<file path="src/rtl/cond_logic.sv">
// Conditional-execution unit: NZCV flag register, ARM condition evaluation and
// write/branch strobe gating. Optional macro COND_LOGIC_NV_NEVER_EN makes cond=1111 "never".
module cond_logic #(
  parameter logic [3:0] FLAGS_RESET = 4'b0000
) (
  input  logic       clk,
  input  logic       reset_n,
  input  logic       pcs,
  input  logic       reg_w,
  input  logic       mem_w,
  input  logic [1:0] flag_w,
  input  logic [3:0] cond,
  input  logic [3:0] alu_flags,
  output logic       pc_src,
  output logic       reg_write,
  output logic       mem_write
);

`ifdef COND_LOGIC_NV_NEVER_EN
  localparam logic NV_PASS = 1'b0;
`else
  localparam logic NV_PASS = 1'b1;
`endif

  logic [3:0] flags_q;
  logic [3:0] flags_d;
  logic       cond_ex_s;

  function automatic logic cond_eval(input logic [3:0] c, input logic [3:0] f);
    logic n_s;
    logic z_s;
    logic c_s;
    logic v_s;
    logic r_s;
    n_s = f[3];
    z_s = f[2];
    c_s = f[1];
    v_s = f[0];
    case (c)
      4'b0000: r_s = z_s;
      4'b0001: r_s = ~z_s;
      4'b0010: r_s = c_s;
      4'b0011: r_s = ~c_s;
      4'b0100: r_s = n_s;
      4'b0101: r_s = ~n_s;
      4'b0110: r_s = v_s;
      4'b0111: r_s = ~v_s;
      4'b1000: r_s = c_s & ~z_s;
      4'b1001: r_s = ~c_s | z_s;
      4'b1010: r_s = (n_s == v_s);
      4'b1011: r_s = (n_s != v_s);
      4'b1100: r_s = ~z_s & (n_s == v_s);
      4'b1101: r_s = z_s | (n_s != v_s);
      4'b1110: r_s = 1'b1;
      default: r_s = NV_PASS;
    endcase
    return r_s;
  endfunction

  // Condition always sees the flags stored before the current edge.
  assign cond_ex_s = cond_eval(cond, flags_q);

  assign pc_src    = pcs   & cond_ex_s;
  assign reg_write = reg_w & cond_ex_s;
  assign mem_write = mem_w & cond_ex_s;

  // Next-state flags: N,Z and C,V halves update independently.
  always_comb begin
    flags_d = flags_q;
    if (flag_w[1] && cond_ex_s) begin
      flags_d[3:2] = alu_flags[3:2];
    end else begin
      flags_d[3:2] = flags_q[3:2];
    end
    if (flag_w[0] && cond_ex_s) begin
      flags_d[1:0] = alu_flags[1:0];
    end else begin
      flags_d[1:0] = flags_q[1:0];
    end
  end

  // Flag register with asynchronous reset.
  always_ff @(posedge clk or negedge reset_n) begin
    if (!reset_n) begin
      flags_q <= FLAGS_RESET;
    end else begin
      flags_q <= flags_d;
    end
  end

endmodule

</file>
<file path="config.mk">
export PLATFORM = sky130hd
export DESIGN_NAME = cond_logic
export DESIGN_NICKNAME = d
export VERILOG_FILES = /design/src/rtl/cond_logic.sv
export SDC_FILE = /design/constraint.sdc
export NUM_CORES = 1
export LEC_CHECK = 0
export CORE_AREA = 2 2 39 41
export DETAILED_ROUTE_END_ITERATION = 6
export DIE_AREA = 0 0 41 43
export GPL_ROUTABILITY_DRIVEN = 0
export PLACE_DENSITY = 0.57
export SLEW_MARGIN = 20
export SYNTH_ARGS = -nofsm -noshare
export SYNTH_HDL_FRONTEND = slang
export SYNTH_SLANG_ARGS = --single-unit
</file>
<file path="constraint.sdc">
create_clock -name clk -period 4.5 [get_ports clk]
set_input_delay 0.9 -clock clk [delete_from_list [all_inputs] [get_ports clk]]
set_output_delay 0.9 -clock clk [all_outputs]
set_load 0.01 [all_outputs]
</file>
==> results of run 1 <==
[Yosys cell counts (all sizes together)]
cell type	number	area share, %
dfrtp	4	27
mux2	4	12
nor2b	4	6.6
a31oi	3	9.0
xnor2	3	7.0
inv	2	2.0
mux2i	2	5.3
nand3	2	2.7
o31ai	2	6.6
a21oi	1	1.3
a22oi	1	3.3
and3b	1	2.3
buf	1	1.3
nand2	1	1.0
nor3	1	1.3
nor3b	1	2.0
nor4b	1	2.3
o32ai	1	4.3
or3	1	3.0
[layout make-up]
| cell class | instances | area share, % |
|---|---|---|
| timing repair buffer | 17 | 29.1 |
| inverter | 2 | 1.28 |
| tap | 16 | 3.43 |
| multi-input combinational | 29 | 45.2 |
| sequential | 4 | 17.1 |
| clock buffer | 3 | 3.85 |
[where the power goes]
part	total (mW)	switching (mW)	internal [mW]
logic	0.126	0.0502	0.0762
registers	0.0778	0.0232	0.0547
clock network	0.0424	0.0127	0.0297
total	0.247	0.0861	0.161
[worst paths after layout]
kind / cells after the start / start / slack [ps] / endpoint
worst min-delay path: 1 / flags_q[1]$_DFFE_PN0P_ / 510 / flags_q[1]$_DFFE_PN0P_
worst max register to register: 5 / flags_q[0]$_DFFE_PN0P_ / 2790 / flags_q[1]$_DFFE_PN0P_
worst max-delay path: 7 / cond[3] / 540 / pc_src
max in group asynchronous: 1 / reset_n / 3470 / flags_q[2]$_DFFE_PN0P_
worst min register to register: 1 / flags_q[1]$_DFFE_PN0P_ / 510 / flags_q[1]$_DFFE_PN0P_
min in group asynchronous: 1 / reset_n / 870 / flags_q[0]$_DFFE_PN0P_
[logic make-up after synthesis]
logic type | count (synthesis) | share of synthesized area (%)
compound gates | 8 | 24.6
xor+xnor | 3 | 6.98
buf+inv | 3 | 3.32
flops | 4 | 26.6
mux | 6 | 17.3
simple gates | 12 | 21.3
[routing by layer]
metal / vias up / global-route usage [%]
met3: 2 / 3.14
met1: 153 / 14.7
met5: - / 0
met4: 0 / 10.0
met2: 8 / 14.7
li1: 178 / -
==> impl_metrics.ini, run 1 <==
[outcome]
status = finished clean

[timing]
rsz0062_at_grt = no
slew_headroom_pct = 75.3
report.final.hold_viol_count = 0
whs_ps = 507
finalClockSkew_ps = 1.92
tns_ps = 0
worst_slew_pin_slew_ps = 370
period_needed_ps = 3960
max_freq_mhz = 253
setup_slack_ps = 544
fin_crit_sh_pct = 87.9
slew_viol_final = 0
setup_viol_count_final = 0

[power]
total_power_mw = 0.247
p_leak_nw = 0.214
power.density_nw_per_um2 = 422
max-vdd-ir-drop_mv = 0.195

[cells_and_area]
multi_input_area_um2 = 264
synthToLayoutAreaGrowth_pct = 55.1
drive_gt1_share_pct = 18.2
largest_register = flags_q
final_cell_area_um2 = 584
layout.cells.non_filler = 71
fill_cells = 144
insertedDiodeCount = 0
final_cell_mix = 17 x clkdlybuf4s50_1, 4 x nor2b_1, 4 x mux2_1, 4 x dfrtp_1
reg_top3 = flags_q (4)
utilization_pct = 42.2
layout_commonest_cell = clkdlybuf4s50_1
largest_register_ffs = 4
nNetsFinal = 72
seq_area_um2 = 100

[detailed_routing]
wl_per_cell_um = 10.8
dr_wl_met3_um = 34
vias_per_cell = 4.80
num_vias = 341
wl_met1_um = 361
routed_wl_um = 766
wl_met2_um = 361
dr.max_layer_used = met4
ant_nets = 0
drtPass1Iterations = 4
drt_iter0_markers = 4
drc = 0

[logic_synthesis]
synth_nets = 51
synthCells = 36
ys_ff_latch = 4
yosysUniqueCellTypes = 21
ys.warnings.count = 0
synth_area_per_cell_um2 = 10.5
ys_seq_area_share_pct = 26.6
netlist_area_um2 = 377

[floorplanning]
start_util_pct = 27.2
io_pins = 18
die_x_um = 41
core-area_um2 = 1380
num_rows = 14
die_area_um2 = 1760
die_h_um = 43

[clock_tree]
cts_resized = 0
cts_root_buf = clkbuf_4
clk_pin_slew_ps = 30
cts_buffer_depth = 2
cts-htree-levels = 1
clock-sinks = 4
holdBufCountCts = 0
cts_tree = yes
cts_buffers = 3
insertion_delay_ps = 230
postCtsSetupBuffers = 0

[worst_setup_path]
crit_required_ps = 3600
path_cells = clkdlybuf4s50_1 > nand2_1 > a22oi_2 > mux2i_1 > nor3_1 > nor2b_1 > clkdlybuf4s50_1
critPathBufInv = 2
crit_arrival_ps = 3060
crit_path_end_kind = output pin
cp_max_fo = 9
worst_setup_path_start_kind = input port
worstSetupPathType = input port to output pin
critPathMostFrequentCell = clkdlybuf4s50_1
critical-path-top-delay-family = buffers and inverters
slowest_delay_ps = 640
cp_slowest_cell = clkdlybuf4s50_1

[place]
dpl_worst_slack_ps = 521
postPlaceCellArea_um2 = 562
portBuffers = 17
dp_cells = 68
place_hpwl_um = 642

[global_routing]
grt_pass1_wl_mm = 1.32
grt_overflow_total = 0
antenna_found_initial = 0
grt_max_degree = 10
grt_usage_pct = 11.4
grt_pass1_vias = 304

[worst_hold_path]
hold_class = register to register

[run]
cap_viol_max_count = 0
Power figures use the tool's default switching activity.
==> run 2, diff against run 1 <==
- CTS_CLUSTER_SIZE: not set -> 10
==> results of run 2 <==
No change in the layout: final DEF, timing and power equal those of run 1.
